File: config.mk
export PLATFORM = sky130hd
export DESIGN_NAME = ps2_receiver_flat
export DESIGN_NICKNAME = d
export VERILOG_FILES = /design/src/rtl/ps2_receiver_if.sv /design/src/rtl/ps2_receiver.sv /design/src/flat_wrapper.sv
export SDC_FILE = /design/constraint.sdc
export NUM_CORES = 1
export LEC_CHECK = 0
export CAP_MARGIN = 20
export CORE_ASPECT_RATIO = 1.25
export CORE_MARGIN = 2
export CORE_UTILIZATION = 52
export DETAILED_ROUTE_END_ITERATION = 10
export PLACE_DENSITY = 0.73
export SYNTH_ARGS = -nofsm -noshare
export SYNTH_HDL_FRONTEND = slang
export SYNTH_SLANG_ARGS = --single-unit
File: constraint.sdc
create_clock -name clk -period 2.8 [get_ports clk]
set_input_delay 0.56 -clock clk [delete_from_list [all_inputs] [get_ports clk]]
set_output_delay 0.56 -clock clk [all_outputs]
set_load 0.02 [all_outputs]
File: src/rtl/ps2_receiver_if.sv
// Receive-side bundle from the PS/2 receiver to the display stage.
// master: driven by ps2_receiver; slave: consumed by the display/status logic.
interface ps2_receiver_if;
  logic [7:0] ps2_byte;
  logic       ps2_recflag;
  logic       frame_err;
  logic [7:0] err_cnt;
  logic       busy;

  modport master (
    output ps2_byte,
    output ps2_recflag,
    output frame_err,
    output err_cnt,
    output busy
  );

  modport slave (
    input ps2_byte,
    input ps2_recflag,
    input frame_err,
    input err_cnt,
    input busy
  );
endinterface

File: src/rtl/ps2_receiver.sv
// PS/2 device-to-host frame receiver.
// Synchronizes the raw PS/2 pins, detects ps2_clk falling edges, assembles
// 11-bit frames (start, 8 data LSB first, odd parity, stop) and presents
// accepted bytes with a one-cycle strobe. Bad or stalled frames raise a
// one-cycle error strobe and bump a saturating error counter.
module ps2_receiver #(
  parameter int unsigned TIMEOUT_CYC = 20000
) (
  input  logic              clk,
  input  logic              rst,
  input  logic              ps2_clk,
  input  logic              ps2_data,
  ps2_receiver_if.master    rx
);

  localparam int unsigned IW = (TIMEOUT_CYC > 2) ? $clog2(TIMEOUT_CYC) : 1;
  localparam logic [IW-1:0] IDLE_MAX = IW'(TIMEOUT_CYC - 1);

  typedef enum logic {
    IDLE,
    RECV
  } state_t;

  state_t        state;
  logic          clk_s1, clk_s2, clk_s3;
  logic          data_s1, data_s2;
  logic          fall_r;
  logic          data_r;
  logic [3:0]    bit_cnt;
  logic [7:0]    shift;
  logic          parity_r;
  logic [IW-1:0] idle_cnt;
  logic [7:0]    byte_r;
  logic          recflag_r;
  logic          ferr_r;
  logic [7:0]    err_cnt_r;

  // Two-flop synchronizers on both pins plus a third ps2_clk stage for edge detect; idle bus is high.
  always_ff @(posedge clk or negedge rst) begin
    if (!rst) begin
      clk_s1  <= 1'b1;
      clk_s2  <= 1'b1;
      clk_s3  <= 1'b1;
      data_s1 <= 1'b1;
      data_s2 <= 1'b1;
    end else begin
      clk_s1  <= ps2_clk;
      clk_s2  <= clk_s1;
      clk_s3  <= clk_s2;
      data_s1 <= ps2_data;
      data_s2 <= data_s1;
    end
  end

  // Register the falling-edge event and the data bit sampled with it.
  always_ff @(posedge clk or negedge rst) begin
    if (!rst) begin
      fall_r <= 1'b0;
      data_r <= 1'b1;
    end else begin
      fall_r <= clk_s3 & ~clk_s2;
      if (clk_s3 & ~clk_s2) begin
        data_r <= data_s2;
      end
    end
  end

  // Frame FSM with registered byte, strobes, error counter and stall timeout.
  always_ff @(posedge clk or negedge rst) begin
    if (!rst) begin
      state     <= IDLE;
      bit_cnt   <= '0;
      shift     <= '0;
      parity_r  <= 1'b0;
      idle_cnt  <= '0;
      byte_r    <= '0;
      recflag_r <= 1'b0;
      ferr_r    <= 1'b0;
      err_cnt_r <= '0;
    end else begin
      recflag_r <= 1'b0;
      ferr_r    <= 1'b0;
      case (state)
        IDLE: begin
          idle_cnt <= '0;
          if (fall_r && !data_r) begin
            state   <= RECV;
            bit_cnt <= '0;
          end
        end
        RECV: begin
          if (fall_r) begin
            idle_cnt <= '0;
            if (bit_cnt < 4'd8) begin
              shift   <= {data_r, shift[7:1]};
              bit_cnt <= bit_cnt + 4'd1;
            end else if (bit_cnt == 4'd8) begin
              parity_r <= data_r;
              bit_cnt  <= bit_cnt + 4'd1;
            end else begin
              state   <= IDLE;
              bit_cnt <= '0;
              if ((^{shift, parity_r}) && data_r) begin
                byte_r    <= shift;
                recflag_r <= 1'b1;
              end else begin
                ferr_r <= 1'b1;
                if (err_cnt_r != 8'hFF) begin
                  err_cnt_r <= err_cnt_r + 8'd1;
                end
              end
            end
          end else if (idle_cnt == IDLE_MAX) begin
            state    <= IDLE;
            bit_cnt  <= '0;
            idle_cnt <= '0;
            ferr_r   <= 1'b1;
            if (err_cnt_r != 8'hFF) begin
              err_cnt_r <= err_cnt_r + 8'd1;
            end
          end else begin
            idle_cnt <= idle_cnt + 1'b1;
          end
        end
        default: begin
          state   <= IDLE;
          bit_cnt <= '0;
        end
      endcase
    end
  end

  assign rx.ps2_byte    = byte_r;
  assign rx.ps2_recflag = recflag_r;
  assign rx.frame_err   = ferr_r;
  assign rx.err_cnt     = err_cnt_r;
  assign rx.busy        = (state == RECV);

endmodule

File: src/flat_wrapper.sv
// flat-port wrapper written by rule: the top's interface ports become plain ports
module ps2_receiver_flat 
#(
  parameter int unsigned TIMEOUT_CYC = 20000
)
  (clk, rst, ps2_clk, ps2_data, rx_ps2_byte, rx_ps2_recflag, rx_frame_err, rx_err_cnt, rx_busy);
  ps2_receiver_if rx_i ();
  input  logic clk;
  input  logic rst;
  input  logic ps2_clk;
  input  logic ps2_data;
  output wire logic [$bits(rx_i.ps2_byte)-1:0] rx_ps2_byte;
  output wire logic [$bits(rx_i.ps2_recflag)-1:0] rx_ps2_recflag;
  output wire logic [$bits(rx_i.frame_err)-1:0] rx_frame_err;
  output wire logic [$bits(rx_i.err_cnt)-1:0] rx_err_cnt;
  output wire logic [$bits(rx_i.busy)-1:0] rx_busy;
  assign rx_ps2_byte = rx_i.ps2_byte;
  assign rx_ps2_recflag = rx_i.ps2_recflag;
  assign rx_frame_err = rx_i.frame_err;
  assign rx_err_cnt = rx_i.err_cnt;
  assign rx_busy = rx_i.busy;
  ps2_receiver #(.TIMEOUT_CYC(TIMEOUT_CYC)) u_core (.clk(clk), .rst(rst), .ps2_clk(ps2_clk), .ps2_data(ps2_data), .rx(rx_i));
endmodule
=== Yosys cells after proc, flatten, opt, wreduce, memory -nomap -nowiden ===
Cells that the tools add are included.

* Latch bits: 0
* Memory bits (read-only): 0
* RAM bits: 0
* Input bits: 4
* Bits in registers: 54
* Memories kept: 0

* Shifts and indexed selects: 0
* Multiply operators: 0
* Bitwise gates (word level): 5
* $lt $le $gt $ge: 1
* Equality and inequality tests: 8
* Muxes and demuxes: 32
* Add/sub/neg operators: 3
* Div/mod/pow operators: 0
* Reductions and logical operators: 10

{| class="wikitable"
|+ Operators by type and width
! cell !! number
|-
| 8-bit 2-to-1 mux || 6
|-
| 15-bit 2-to-1 mux || 2
|-
| 15-bit case mux with 2 select lines || 1
|-
| 4-bit 2-to-1 mux || 5
|-
| 1-bit 2-to-1 mux || 16
|-
| 15-bit by 1-bit adder with 15-bit output (second input constant) || 1
|-
| 15-bit == test (second input constant) || 1
|-
| 5-bit AND reduction || 2
|-
| 9-bit parity || 1
|-
| 8-bit by 1-bit adder with 8-bit output (second input constant) || 1
|-
| 8-bit inequality test (second input constant) || 1
|-
| 4-bit case mux with 2 select lines || 1
|-
| 2-bit inequality test (second input constant) || 3
|-
| 4-bit by 1-bit adder with 4-bit output (second input constant) || 1
|-
| 4-bit == test (second input constant) || 1
|-
| 4-bit less-than comparator (second input constant) || 1
|-
| 1-bit NOT || 4
|-
| 4-bit AND reduction || 1
|-
| 3-bit inequality test (second input constant) || 1
|-
| 3-bit AND reduction || 1
|-
| 1-bit logical AND || 2
|-
| 2-bit by 1-bit inequality test with 1-bit output (second input constant) || 1
|-
| 1-bit case mux with 2 select lines || 1
|-
| 2-bit AND reduction || 1
|-
| other kinds (3) || 3
|}

=== Longest topological paths before layout ===
* Word-level depth: 7
* Depth in mapped cells: 7
* Mapped depth without buffers: 6

=== Worst setup path before layout ===
OpenSTA, ideal clock, no wires.

* Path type: reg2reg
* From: register u_core.idle_cnt[0]
* To: register u_core.idle_cnt[10]
* Buffers on the path: 2
* Data required time: 2.728 ns
* Data arrival time: 1.902 ns
* Cell stages (with the launch flop): 8
* Clock period less this slack: 1.974 ns
* Path slack: 0.826 ns
* Setup time: 0.072 ns
* Cell sequence: dfrtp_1 > ha_1 > and4_1 > and4b_1 > or3b_2 > clkbuf_1 > clkbuf_1 > nor2_1

* Word-level cells in the longest chain between the ends: 4
* Elaborated cells on any way between the ends: 5
* Those cells by class: add/sub: 1; eq/ne: 1; mux: 3

{| class="wikitable"
|+ RTL lines
! item !! RTL line !! source
|-
| from (decl) || ps2_receiver.sv:32 || <nowiki>logic [IW-1:0] idle_cnt;</nowiki>
|-
| from (signal assigned) || ps2_receiver.sv:122 || <nowiki>idle_cnt <= idle_cnt + 1'b1;</nowiki>
|-
| 15-bit by 1-bit adder with 15-bit output or 15-bit == test (tied branches) || ps2_receiver.sv:122, ps2_receiver.sv:113 ||
|-
| 15-bit 2-to-1 mux (*) || ps2_receiver.sv:113 || <nowiki>end else if (idle_cnt == IDLE_MAX) begin</nowiki>
|-
| 15-bit 2-to-1 mux (*) || ps2_receiver.sv:92 || <nowiki>if (fall_r) begin</nowiki>
|-
| 15-bit case mux with 2 select lines (*) || ps2_receiver.sv:83 || <nowiki>case (state)</nowiki>
|}

Mark *: on every way between the ends. The rest lies on a longest branch, timed or not.
A chain may end at the register's enable or synchronous reset.

=== Final worst setup path ===
* From: register u_core.idle_cnt[0]
* To: register u_core.err_cnt_r[5] (netlist: u_core.rx.err_cnt[5])

* Word-level cells in the longest chain between the ends: 3

{| class="wikitable"
|+ RTL lines
! item !! RTL line !! source
|-
| 15-bit == test || ps2_receiver.sv:113 ||
|-
| 2-bit nonzero test (no source line) || - ||
|-
| 5-bit AND reduction (no source line) || - ||
|-
| to (signal assigned) || ps2_receiver.sv:109 || <nowiki>err_cnt_r <= err_cnt_r + 8'd1;</nowiki>
|-
| to (signal assigned) || ps2_receiver.sv:119 || <nowiki>err_cnt_r <= err_cnt_r + 8'd1;</nowiki>
|-
| to (decl) || ps2_receiver.sv:36 || <nowiki>logic [7:0] err_cnt_r;</nowiki>
|}

Every way passes these cells.

==> results by group <==
Status
  • Status: finished clean

Synth
  • Post-synth EDFFs: 0
  • Mapped Nets: 208
  • Synthesized area per cell: 12.1 um2
  • Multiplexer area fraction after synthesis: ~11%
  • Post-Synth XOR/XNOR Area: between 9 and 10%
  • Synth Instances: 200
  • Number of synthesis warnings: 0
  • Synth area leaders: dfrtp_1 (50%), mux2_2 (8.8%), dfstp_2 (6.5%)
  • Yosys reg bits: 54
  • Post-synth ARST share: between 90% and 100%
  • Sequential area share after synthesis: between 50 and 60%
  • Simple-Gate Fraction of Synth Area: about 16%
  • Area leader, netlist: dfrtp_1
  • Synth Area in Adders: 2.06%
  • Synth cell types: 42
  • Mapped cell area: between 2000 and 2500 um2
  • Primary FF master, synth: dfrtp_1
  • Synth top area share: roughly half
  • Synth top cells by count: dfrtp_1 (48), mux2_2 (19), nor2_1 (17), nand2_1 (15), xor2_1 (14)
  • Largest family of logic cells by synthesized area: simple AND/OR/NAND/NOR gates
  • Top-count cell post-synth: dfrtp_1
  • Synth Area in Compound Gates: roughly 3.1%

Floorplanning
  • I/O pins: 23
  • Area of the die: 5230 um2
  • Vert. Die Dim: 80.3 um
  • Die width: about 65 um
  • Core area: about 4500 um2
  • Starting density of the core: roughly 54%
  • Row Count: 27

STA
  • Rel. slew slack: approximately 67%
  • Slew Limit Fails: 0
  • Setup TNS: 0 ns
  • Final Skew: approximately 0.0046 ns
  • Final hold violations: 0
  • Worst slew pin tran: 0.494 ns
  • RSZ-0062 raised after global routing: no
  • Fmax: about 0.47 GHz
  • Min Tclk post-route: ~2.1 ns
  • Fin crit share: 76.1%
  • # setup viols final: 0

Pwr
  • Switch share: 28.4%
  • Power Density: approximately 670 nW/um2
  • Gate power share: 25.5%
  • Sequential share of power: 51.4%
  • Max IR drop VDD: 0.378 mV
  • Clock Power Share: 23.1%
  • Net Switching: about 0.53 mW
  • Static Leakage: 1.29 nW
  • Cell-internal power: approximately 1.3 mW

Placement
  • Post-place instance area: about 2700 um2
  • Final HPWL DP: 3050 um
  • Buffers on Ports: 22
  • GPL Wtd Cong: between 0.9 and 1

Clock network
  • Later-pin clock latency in the skew report: 0.30 ns
  • CTS root buffer: clkbuf_8
  • Hold_buf cts: 0
  • Postcts setup bufs: 0
  • Sink Count: 54
  • H-tree levels: 2
  • Post-cts gate resize count: 0
  • CTS tree: done
  • CTS buffer count: 5
  • Worst-case clock buffer depth: 2
  • Clk slew on worst S/H paths: approximately 0.090 ns

Drt
  • First-pass DRT Iterations: 4
  • DRC errors left: 0
  • Detail-routed net length per standard cell: approximately 15 um
  • DR vias: 1,562
  • Total Wirelength: 4250 um
  • Post-route ant nets: 0
  • Via density: between 5 and 6
  • DR iter-0 viols: 67

Finish
  • Util after Layout: a little over three fifths
  • Diodes inserted: 0
  • Layout cells sized above 1: 18.9%
  • Layout area overhead: 15.2%
  • Cell area after layout: roughly 2800 um2
  • Final nets: 234
  • Fill count: 377

Setup path
  • Crit path launch type: flip-flop
  • Crit-path max FO: 8
  • Crit Path Category: reg2reg
  • CP required: 3.02 ns
  • Critical Path End Type: flip-flop
  • Critical Path AT: ~2.4 ns

Min path
  • Worst Hold Class: in2async

GRT
  • Remaining Overflow, GRT: 0
  • Vias in the first global route: approximately 1.6k
  • Initial antenna violation count: 0
  • First-pass GRT wire length: approximately 7400 um
  • Global-route usage over all layers: a little under a fifth
  • Largest net degree at the start of global routing: 42

Job
  • Max Cap Violations: 0
==> cells by family after synthesis <==
family | count (synthesis)
buffers and inverters | 12
xor gates and xnor gates | 24
DFF | 54
muxes | 22
and+or+nand+nor | 73
adders and majority gates | 4
AOI/OAI and AO/OA | 11
==> worst max-delay path, stage by stage, from the launching register on <==
cell,delay (ns)
dfrtp_1,0.37
ha_1,0.21
and4_1,0.27
and4b_1,0.28
a31oi_2,0.20
nor4_1,0.52
xor2_1,0.20
==> final timing paths <==
check                                                  start  cells past startpoint  slack [ns]                          endpoint
max in group asynchronous                                rst                      2        1.85          u_core.data_s1$_DFF_PN1_
worst max register to register  u_core.idle_cnt[0]$_DFF_PN0_                      6        0.67  u_core.rx.err_cnt[5]$_DFFE_PN0P_
worst min-delay path                                     rst                      1        0.14      u_core.idle_cnt[6]$_DFF_PN0_
worst max-delay path            u_core.idle_cnt[0]$_DFF_PN0_                      6        0.67  u_core.rx.err_cnt[5]$_DFFE_PN0P_
min in group clk                    u_core.data_s1$_DFF_PN1_                      0        0.36          u_core.data_s2$_DFF_PN1_
worst min register to register      u_core.data_s1$_DFF_PN1_                      0        0.36          u_core.data_s2$_DFF_PN1_
==> cell usage in the layout, fill, tap and decap left out, types with 6 or more instances in the layout <==
cell	instances
clkdlybuf4s50_1	21
xor2_1	14
dfstp_2	6
dfrtp_1	48
nand3_1	8
mux2_2	19
nor2_1	17
nand2_1	15
inv_1	8
xnor2_1	8
clkbuf_8	6
==> power groups by stage <==
stage | Clock [mW] | Sequential, mW | Combinational (mW)
floorplan | 0 | 0.951 | 0.417
global placement | 0 | 0.969 | 0.473
detailed placement | 0 | 0.978 | 0.483
CTS | 0.447 | 0.963 | 0.486
global route | 0.476 | 0.982 | 0.529
finish | 0.433 | 0.963 | 0.478
==> state kept, by name, indices dropped and copies added (netlist names), 4 cells and up <==
signal,flops
u_core.bit_cnt,4
u_core.rx.err_cnt,8
u_core.rx.ps2_byte,8
u_core.idle_cnt,15
u_core.shift,8
==> area by class of cell <==
class                   count  area (um2)  share of cell area, %
flip-flops and latches     54        1360                   48.6
multi-input cells         134        1020                   36.5
repair buffers             23         223                   7.97
clock inverters             1        5.00                  0.179
well taps                  58        72.6                   2.60
clock buffers               7        86.3                   3.09
inverters                   8        30.0                   1.07
==> layer usage <==
metal	up-vias	GRT usage, %	share of wire (%)
met4	0	8.33	2.5
met1	777	22.1	42
met3	11	4.62	4.0
li1	738	-	-
met5	-	0	0
met2	36	32.2	51
==> metrics by stage <==
stage / hold WS (ns) / instances / setup WS (ns) / total power, mW
final: 0.136 / 285 / 0.669 / 1.87
after global routing: 0.138 / 285 / 0.415 / 1.99
after CTS: 0.142 / 285 / 0.712 / 1.90
after detailed placement: 0.347 / 277 / 0.718 / 1.46
after global placement: 0.346 / 277 / 0.820 / 1.44
after floorplan: 0.264 / 200 / 0.826 / 1.37
No activity file was read; power rests on OpenSTA's default activity.
